File: src/rtl/cla_adder_pipe.sv
// Pipelined carry-lookahead adder/subtractor: W-bit operands are resolved one SEG-bit segment per stage.
// Latency NSEG = W/SEG cycles from input handshake to out_valid; throughput one beat per cycle.
// Backpressure: out_valid & ~out_ready freezes every stage and drops in_ready combinationally.
//
// Ports:
//   clk, rst              rising-edge clock, synchronous active-high reset
//   in_valid / in_ready   operand beat handshake (a, b, cin, sub)
//   a, b                  W-bit operands
//   cin                   carry-in for add, borrow-in for subtract
//   sub                   0 = a + b + cin, 1 = a - b - cin
//   out_valid / out_ready result beat handshake (s, cout, ovf)
//   s                     W-bit sum/difference
//   cout                  carry out of bit W-1 (subtract: 1 = no borrow)
//   ovf                   two's-complement signed overflow
module cla_adder_pipe #(
    parameter int W   = 32,
    parameter int SEG = 8
) (
    input  logic         clk,
    input  logic         rst,
    input  logic         in_valid,
    output logic         in_ready,
    input  logic [W-1:0] a,
    input  logic [W-1:0] b,
    input  logic         cin,
    input  logic         sub,
    output logic         out_valid,
    input  logic         out_ready,
    output logic [W-1:0] s,
    output logic         cout,
    output logic         ovf
);

    localparam int NSEG = W / SEG;
    // Number of 4-bit lookahead groups in a segment; the top group may be partial.
    localparam int NGRP = (SEG + 3) / 4;

    generate
        if (SEG < 1 || (W % SEG) != 0) begin : g_bad_params
            $error("cla_adder_pipe: W must be a positive multiple of SEG");
        end
    endgenerate

    // Carries for one segment. Returned vector: c[i] is the carry into bit i,
    // c[0] = ci, c[SEG] = carry out of the segment. Bits are grouped by four;
    // each group's P/G is formed first, group carries are produced as flat
    // sum-of-products from ci and the group P/G, and bit carries inside a
    // group are again flat sum-of-products from that group's carry-in.
    function automatic logic [SEG:0] seg_carries(
        input logic [SEG-1:0] p,
        input logic [SEG-1:0] g,
        input logic           ci
    );
        logic [NGRP-1:0] gp;
        logic [NGRP-1:0] gg;
        logic [NGRP:0]   gc;
        logic [SEG:0]    c;
        logic            t;
        int              base;

        for (int j = 0; j < NGRP; j++) begin
            gp[j] = 1'b1;
            gg[j] = 1'b0;
            for (int i = 0; i < 4; i++) begin
                if (4 * j + i < SEG) begin
                    gg[j] = g[4*j+i] | (p[4*j+i] & gg[j]);
                    gp[j] = gp[j] & p[4*j+i];
                end
            end
        end

        for (int j = 0; j <= NGRP; j++) begin
            t = ci;
            for (int m = 0; m < j; m++) t = t & gp[m];
            gc[j] = t;
            for (int k = 0; k < j; k++) begin
                t = gg[k];
                for (int m = k + 1; m < j; m++) t = t & gp[m];
                gc[j] = gc[j] | t;
            end
        end

        for (int i = 0; i < SEG; i++) begin
            base = (i / 4) * 4;
            t = gc[i/4];
            for (int m = base; m < i; m++) t = t & p[m];
            c[i] = t;
            for (int k = base; k < i; k++) begin
                t = g[k];
                for (int m = k + 1; m < i; m++) t = t & p[m];
                c[i] = c[i] | t;
            end
        end
        c[SEG] = gc[NGRP];
        return c;
    endfunction

    // st_*[k] are the values presented to stage k: operands (b already
    // conditionally inverted), sum bits resolved so far, incoming carry, valid.
    logic [W-1:0] st_a [NSEG];
    logic [W-1:0] st_b [NSEG];
    logic [W-1:0] st_s [NSEG];
    logic         st_c [NSEG];
    logic         st_v [NSEG];
    logic         adv;

    assign adv      = ~out_valid | out_ready;
    assign in_ready = adv;

    // Subtract as a + ~b + ~cin, so a borrow-in of 1 becomes a carry-in of 0.
    assign st_a[0] = a;
    assign st_b[0] = sub ? ~b : b;
    assign st_s[0] = '0;
    assign st_c[0] = cin ^ sub;
    assign st_v[0] = in_valid;

    for (genvar k = 0; k < NSEG; k++) begin : g_stage
        logic [SEG-1:0] seg_p;
        logic [SEG-1:0] seg_g;
        logic [SEG:0]   seg_c;
        logic [W-1:0]   sum_k;

        assign seg_p = st_a[k][k*SEG +: SEG] ^ st_b[k][k*SEG +: SEG];
        assign seg_g = st_a[k][k*SEG +: SEG] & st_b[k][k*SEG +: SEG];
        assign seg_c = seg_carries(seg_p, seg_g, st_c[k]);

        always_comb begin
            sum_k = st_s[k];
            sum_k[k*SEG +: SEG] = seg_p ^ seg_c[SEG-1:0];
        end

        if (k < NSEG - 1) begin : g_mid
            logic [W-1:0] a_q;
            logic [W-1:0] b_q;
            logic [W-1:0] s_q;
            logic         c_q;
            logic         v_q;

            always_ff @(posedge clk) begin
                if (rst) begin
                    a_q <= '0;
                    b_q <= '0;
                    s_q <= '0;
                    c_q <= 1'b0;
                    v_q <= 1'b0;
                end else if (adv) begin
                    a_q <= st_a[k];
                    b_q <= st_b[k];
                    s_q <= sum_k;
                    c_q <= seg_c[SEG];
                    v_q <= st_v[k];
                end
            end

            assign st_a[k+1] = a_q;
            assign st_b[k+1] = b_q;
            assign st_s[k+1] = s_q;
            assign st_c[k+1] = c_q;
            assign st_v[k+1] = v_q;
        end else begin : g_last
            // Signed overflow: carry into the MSB differs from carry out of it.
            always_ff @(posedge clk) begin
                if (rst) begin
                    out_valid <= 1'b0;
                    s         <= '0;
                    cout      <= 1'b0;
                    ovf       <= 1'b0;
                end else if (adv) begin
                    out_valid <= st_v[k];
                    s         <= sum_k;
                    cout      <= seg_c[SEG];
                    ovf       <= seg_c[SEG] ^ seg_c[SEG-1];
                end
            end
        end
    end

endmodule
File: config.mk
export PLATFORM = sky130hd
export DESIGN_NAME = cla_adder_pipe
export DESIGN_NICKNAME = d
export VERILOG_FILES = /design/src/rtl/cla_adder_pipe.sv
export SDC_FILE = /design/constraint.sdc
export NUM_CORES = 1
export LEC_CHECK = 0
export BUFFER_PORTS_ARGS = -buffer_cell sky130_fd_sc_hd__buf_4
export CAP_MARGIN = 20
export CORE_ASPECT_RATIO = 0.6
export CORE_MARGIN = 2
export CORE_UTILIZATION = 35
export DETAILED_ROUTE_END_ITERATION = 8
export GPL_ROUTABILITY_DRIVEN = 0
export PLACE_DENSITY_LB_ADDON = 0.05
export SLEW_MARGIN = 20
export SYNTH_ARGS = -nofsm -noshare
export SYNTH_HDL_FRONTEND = slang
export SYNTH_SLANG_ARGS = --single-unit
File: constraint.sdc
create_clock -name clk -period 3.9 [get_ports clk]
set_clock_uncertainty 0.15 [all_clocks]
set_input_delay 0.39 -clock clk [delete_from_list [all_inputs] [get_ports clk]]
set_output_delay 0.39 -clock clk [all_outputs]
set_load 0.03 [all_outputs]
; ---- After elaboration in Yosys (flattened, before gate mapping)
; Index checks and enable logic that the tools add are counted.
; Widths: inputs -> output; s select.
[word_totals]
word_cells = 221
out_inout_bits = 36
register_bits = 281
[classes]
n_bitwise = 201
muxes = 1
[op_table]
columns = cell, count
row1 = $and 1x1->1, 100
row2 = $or 1x1->1, 85
row3 = $xor 8x8->8, 8
row4 = $and 8x8->8, 4
row5 = $mux 32, 1
row6 = $not 32->32, 1
row7 = $xor 1x1->1, 2
row8 = $not 1->1, 1

; ---- Longest topological paths before layout
; Gate-level depths: netlist (run 1).
[logic_depth]
ltp_word = 17
mapped_depth = 13

; ---- Least setup slack after synthesis (run 1)
; Ideal clock, no wire load.
[synth_timing]
path_type = input to register
start = in sub
end = reg g_stage[0].g_mid.s_q[6]
stages = 13
required_time_ps = 3680
arrival_time_ps = 2825
n_path_buf = 2
setup_slack_ps = 854
path_cell_list = buf_2 -> buf_2 -> xor2_1 -> ha_1 -> a21oi_1 -> o21ai_0 -> a31oi_1 -> inv_1 -> ha_1 -> o21a_1 -> o21ai_0 -> or3b_1 -> a21oi_1
[synth_via]
elab_chain_len = 14
word_cells_on_any_way = 21
classes_between = mux (1) / bitwise (20)
[synth_rtl]
columns = element, line_no
row1 = from (decl), 26  ; input logic sub,
row2 = $mux 32, 112  ; assign st_b[0] = sub ? ~b : b;
row3 = $and 8x8->8 / $xor 8x8->8 (equally long branches), "124, 123"
row4 = $and 1x1->1, 66  ; gg[j] = g[4*j+i] | (p[4*j+i] & gg[j]);
row5 = $or 1x1->1, 66
row6 = $and 1x1->1, 66
row7 = $or 1x1->1, 66
row8 = $and 1x1->1, 66
row9 = $or 1x1->1, 66
row10 = $or 1x1->1, 79  ; gc[j] = gc[j] | t;
row11 = $and 1x1->1 (2 in a row), 86  ; for (int m = base; m < i; m++) t = t & p[m];
row12 = $or 1x1->1 (2 in a row), 91  ; c[i] = c[i] | t;
row13 = $xor 8x8->8 (*), 129  ; sum_k[k*SEG +: SEG] = seg_p ^ seg_c[SEG-1:0];
row14 = to (signal assigned), 149  ; s_q <= sum_k;
row15 = to (decl), 135  ; logic [W-1:0] s_q;
; Every way passes the cells marked *; elsewhere a longest branch is shown, timed or not.
; A chain may end at the register's enable or synchronous reset.

; ---- Worst setup path in the final report (run 1)
; Ends and elaborated chain as after synthesis.

==> reports/results.ini, run 1 <==
[timing]
holdWs_ns = 0.05371
slew_violations = 0
period_needed_ns = 2.764
finalSetupViolations = 0
hold_violations = 0
tightestPinTransition_ns = 0.8530
tns_ns = 0
fin_crit_sh = 0.7088
relSlewSlack = 0.4314
rsz0062_at_grt = false
max_freq_mhz = 361.8
final.setup.worst_slack_ns = 1.136

[logic_synthesis]
ys_warn_count = 0
synth_nets = 1090
ys_types = 40
postSynthCellCount = 972
netlist_area_sq_mm = 0.008055
avgSynthCellArea_sq_um = 8.287
ys_ff_latch = 185
yosysSeqAreaShare = 0.4598

[floorplan]
ioPinCount = 106
rows = 42
die_area_sq_mm = 0.02428
die_x_um = 199.9
die_h_um = 121.5
fp.coreArea_sq_mm = 0.02233
start_util = 0.3607

[clock_tree]
clkTransAtPathRegs_ns = 0.07
clock_sinks = 185
htree_levels = 4
clk_latency_ns = 0.44
cts_max_path_buffers = 2
clock-root-buffer = clkbuf_16
cts_tree = yes
hold_buffers = 0
cts_buffers = 17
cts_setup_buffers = 0
cts-resized-gates = 0

[final_layout]
area_delta_synth_final_pct = 18.86
drive_above_1_share = 0.1448
seqCellArea_sq_mm = 0.003704
n_antenna_cell = 0
fin_cells = 1358
num-fill-cells = 2381
fin_nets = 1155
multi_input_area_sq_mm = 0.003914

[worst_setup_path]
required_ns = 4.12
cp-startpoint = sub
r2r_start = g_stage[1].g_mid.a_q[16]
crit_path_end_kind = register
critPathMaxFanout = 10
path_class = input port to register
cp.arrival_ns = 2.99
start_kind = input port

[routing]
wl_per_cell_um = 14.35
wirelength_um = 19490
dr.pass1.iters = 4
drt_iter0_drc = 301
route.detailed.drc = 0
ant_nets = 0
vias = 6356
via_per_inst = 4.680

[global_route]
grt_max_degree = 171
grt_pass1_vias = 5761
antenna_found_initial = 0
track_usage = 0.1673
grt-ovfl-total = 0
grt_first_pass_wirelength_um = 31510

[run]
max_cap_viol_count = 0

[worst_hold_path]
min_path_type = input port to register
hp-start = a[20]

[power_and_ir_drop]
ir_drop_v = 0.0002200
p_leak_uw = 0.003950
power_density_mw_per_mm2 = 451.8

[placed_design]
hpwl_um = 12720
detailedPlace.worstSlack_ns = 0.7065
io_buffer_count = 105
post-place-cells = 1326

[status]
status = complete, no violations

[cells in the mapped netlist, drive strengths merged]
cell type / n / share of area
a2111oi: 1 / 0.0011
ha: 40 / 0.062
nor3: 3 / 0.0019
nand4: 1 / 0.00078
nand3: 14 / 0.0087
clkinv: 1 / 0.00047
o21a: 8 / 0.0075
o311ai: 7 / 0.0076
xnor2: 32 / 0.035
o22ai: 1 / 0.00078
clkbuf: 20 / 0.0093
nand2: 294 / 0.14
nor2: 37 / 0.017
inv: 28 / 0.013
or3: 6 / 0.0047
and4: 1 / 0.0012
nor2b: 1 / 0.00078
fa: 8 / 0.020
or2: 2 / 0.0016
xor2: 9 / 0.0098
a31oi: 1 / 0.00078
buf: 46 / 0.032
o21ai: 17 / 0.011
a21o: 4 / 0.0037
o221ai: 3 / 0.0040
dfxtp: 185 / 0.46
o211a: 2 / 0.0025
a211oi: 35 / 0.033
a21oi: 150 / 0.093
o21ba: 2 / 0.0025
a2111o: 8 / 0.011
or3b: 3 / 0.0033
o2111ai: 2 / 0.0022
[final timing paths]
| kind | to | slack, ns | cells past startpoint |
|---|---|---|---|
| setup reg to reg | g_stage[2].g_mid.s_q[22] | 1.31 | 9 |
| setup / recovery | g_stage[0].g_mid.s_q[6] | 1.14 | 12 |
| hold / removal | g_stage[0].g_mid.a_q[20] | 0.05 | 3 |
| hold reg to reg | g_stage[0].g_mid.a_q[20] | 0.30 | 2 |
[area by class of cell]
cell class              count  area share
clock buffers              23     0.05201
clock inverters             9    0.009409
inverters                  29     0.01189
multi-input cells         692      0.4088
flip-flops and latches    185      0.3868
well taps                 308     0.04025
repair buffers            112     0.09083
[report_power, final]
group	total, uW	internal [uW]	leakage (uW)	switching (uW)
registers	2090	2020	0.00152	73.2
logic	508	224	0.00214	284
clock network	1730	968	0.000285	761
[cell families (layout without fill, tap and decap cells)]
| family | count (synthesis) | in the layout | share of synthesized area |
|---|---|---|---|
| adders and majority gates | 48 | 48 | 0.08201 |
| AOI/OAI and AO/OA | 241 | 241 | 0.1813 |
| DFF | 185 | 185 | 0.4598 |
| xor gates and xnor gates | 41 | 41 | 0.04458 |
| and+or+nand+nor | 362 | 362 | 0.1771 |
| buffers and inverters | 95 | 173 | 0.05529 |
[critical path, stage by stage]
cell	delay [ns]
buf_4	0.17
xor2_1	0.17
ha_1	0.33
a21oi_1	0.15
o21ai_0	0.13
a31oi_1	0.38
inv_1	0.08
ha_1	0.19
o21a_1	0.20
o21ai_0	0.27
or3b_1	0.39
a21oi_1	0.14
[stage by stage]
step                      total power [uW]  utilization  instance area, sq um
final                                 4325       0.4287                  9574
after CTS                             4378       0.4287                  9574
after detailed placement              2642       0.4024                  8986
after global routing                  4543       0.4287                  9574
after floorplan                       2446            -                  8055
after global placement                2640       0.4024                  8986
[layout by cell type (no fill, tap or decap), types with 16 or more instances in the layout]
master       n
xnor2_1     32
o21ai_0     16
ha_1        40
a211oi_1    34
a21oi_1    150
buf_4      109
nor2_1      37
inv_1       27
nand2_1    294
clkbuf_16   17
dfxtp_1    185
[per-layer routing]
layer | part of all wire | GRT usage | wire [um]
met2 | 0.36 | 0.2051 | 7053
met3 | 0.038 | 0.04475 | 734
met4 | 0.0090 | 0.04028 | 175
met5 | 0 | 0 | 0
met1 | 0.59 | 0.2751 | 11520
[flip-flops by register name, indices dropped and copies added, names as in the netlist]
| register | count |
|---|---|
| g_stage.g_mid.v_q | 3 |
| out_valid | 1 |
| cout | 1 |
| g_stage.g_mid.b_q | 48 |
| g_stage.g_mid.a_q | 48 |
| g_stage.g_mid.s_q | 48 |
| ovf | 1 |
| g_stage.g_mid.c_q | 3 |
| s | 32 |
No activity file was read; power rests on OpenSTA's default activity.
==> run 2: changes to the inputs <==
Clock period 3.9 ns to 2.5 ns, I/O delays scaled along.
==> run 2 against run 1 <==
Against the previous run: routed wire length up 2.9%; register-to-register slack worse by 1.2 ns; first-iteration DRC count rose by 4.7%; flip-flop and latch count did not move; combinational power increased by 78%; utilization increased by 3.3 points; via count up 3.5%; design area is 7.6% higher; clock-buffer cell count shrank 1; sequential power increased by 56%; die area did not move.
==> reports/results.ini, run 2 (synthesized netlist as in run 1, its figures left out) <==
[worst_setup_path]
cp_num_buf_inv = 0
crit_chain = ha_1, a21oi_2, o221ai_2, ha_1, o211a_1, or2_0, a2111oi_1, a211oi_1
worst_path_largest_cell_delay_ns = 0.36
worst_path_most_repeated_cell = ha_1
path_class = register to register
required_ns = 2.65
crit_path_end_kind = register
slowest_stage = a2111oi_1
start_kind = register
cp.arrival_ns = 2.54
critPathMaxFanout = 4
critPathTopFamily = compound AO/OA/AOI/OAI gates

[global_route]
track_usage = 0.1696
grt_first_pass_wirelength_um = 31980
antenna_found_initial = 0
grt_max_degree = 171
grt_pass1_vias = 5977
grt-ovfl-total = 0

[final_layout]
area_delta_synth_final_pct = 27.91
fin_util = 0.4613
mostFrequentLayoutCell = nand2_1
layout_common_cells = 294 x nand2_1, 185 x dfxtp_1, 147 x a21oi_1
num-fill-cells = 2295
fin_cells = 1426
drive_above_1_share = 0.1592
fin_nets = 1223
n_antenna_cell = 0
top_regs = g_stage.g_mid.a_q x48, g_stage.g_mid.b_q x48, g_stage.g_mid.s_q x48

[run]
max_cap_viol_count = 0

[routing]
ant_nets = 0
via_per_inst = 4.615
dr.pass1.iters = 4
vias = 6581
wirelength_um = 20060
route.detailed.drc = 0
drt_iter0_drc = 315
wl_per_cell_um = 14.06

[floorplan]
die_h_um = 121.5
die_x_um = 199.9
rows = 42
fp.coreArea_sq_mm = 0.02233
ioPinCount = 106
start_util = 0.3607
die_area_sq_mm = 0.02428

[power_and_ir_drop]
ir_drop_v = 0.0003682
p_leak_uw = 0.004278
power_density_mw_per_mm2 = 691.5
fin_total_pwr_uw = 7125

[timing]
rsz0062_at_grt = false
relSlewSlack = 0.4887
hold_violations = 0
slew_violations = 0
max_freq_mhz = 419.3
holdWs_ns = 0.02231
finalSetupViolations = 0
tightestPinTransition_ns = 0.7669
tns_ns = 0
period_needed_ns = 2.385
fin_crit_sh = 0.9540

[clock_tree]
cts_buffers = 17
cts_max_path_buffers = 2
cts_tree = yes
clock-root-buffer = clkbuf_16
clkTransAtPathRegs_ns = 0.07
htree_levels = 4
clock_sinks = 185
clk_latency_ns = 0.44

[placed_design]
hpwl_um = 13230
post-place-cells = 1345
io_buffer_count = 105

[worst_hold_path]
min_path_type = input port to register

[status]
status = complete, no violations

[run 2: changes by cell type in the layout (fill, tap and decap cells not counted), moves of 2 or more]
cell	delta
dlygate4sd3_1	+48
buf_4	+19
o21ai_0	-5
a21oi_1	-3
a21oi_2	+3
bufinv_16	+3
o21ai_1	+3
clkinv_4	-2
o21ai_2	+2
[run 2: power breakdown]
part           internal (uW)  switching, uW  total [uW]  leakage, uW
combinational            434            470         904      0.00245
clock                   1780           1180        2960     0.000309
sequential              3140            113        3260      0.00152
[run 2: path summary, 6_finish.rpt]
| check | startpoint | to | slack, ns | cells after the start |
|---|---|---|---|---|
| setup / recovery | g_stage[2].g_mid.a_q[24] | ovf | 0.12 | 8 |
| setup reg to reg | g_stage[2].g_mid.a_q[24] | ovf | 0.12 | 8 |
| hold reg to reg | g_stage[2].g_mid.s_q[1] | g_stage[2].g_mid.s_q[1] | 0.30 | 2 |
| hold / removal | a[28] | g_stage[0].g_mid.a_q[28] | 0.02 | 3 |
[run 2: final cells by class]
cell class / count / area [sq um] / area share
clock buffers: 22 / 484.2 / 0.04699
clock inverters: 10 / 165.2 / 0.01603
inverters: 29 / 113.9 / 0.01105
well taps: 308 / 385.4 / 0.03740
repair buffers: 180 / 1513 / 0.1468
flip-flops and latches: 185 / 3704 / 0.3594
multi-input cells: 692 / 3939 / 0.3823
[run 2: worst register-to-register path, delay by kind of cell, from the launching register on]
family	cells	cell delay (ns)
DFF	1	0.33
adders and majority gates	2	0.53
and+or+nand+nor	1	0.23
AOI/OAI and AO/OA	5	1.02
[run 2: timing repair]
action                                  in CTS  in global routing
setup buffers                                0                  1
endpoints found under the hold margin       48                  0
resized for setup                            0                  9
endpoints found under the setup margin       0                  4
hold buffers                                48                  0
[run 2: through the flow]
| stage | worst slack, ns | area, sq um |
|---|---|---|
| detailed placement | -0.1016 | 9148 |
| floorplan | -0.1360 | 8082 |
| finish | 0.1151 | 10300 |
| global route | 0.01010 | 10300 |
| global placement | -0.09663 | 9148 |
| CTS | 0.04169 | 10280 |
[run 2: layer usage]
metal,GRT usage,part of all wire,up-vias
li1,-,-,3526
met1,0.2749,0.58,2935
met2,0.2138,0.36,101
met4,0.05694,0.013,0
met3,0.03419,0.039,19
met5,0,0,-
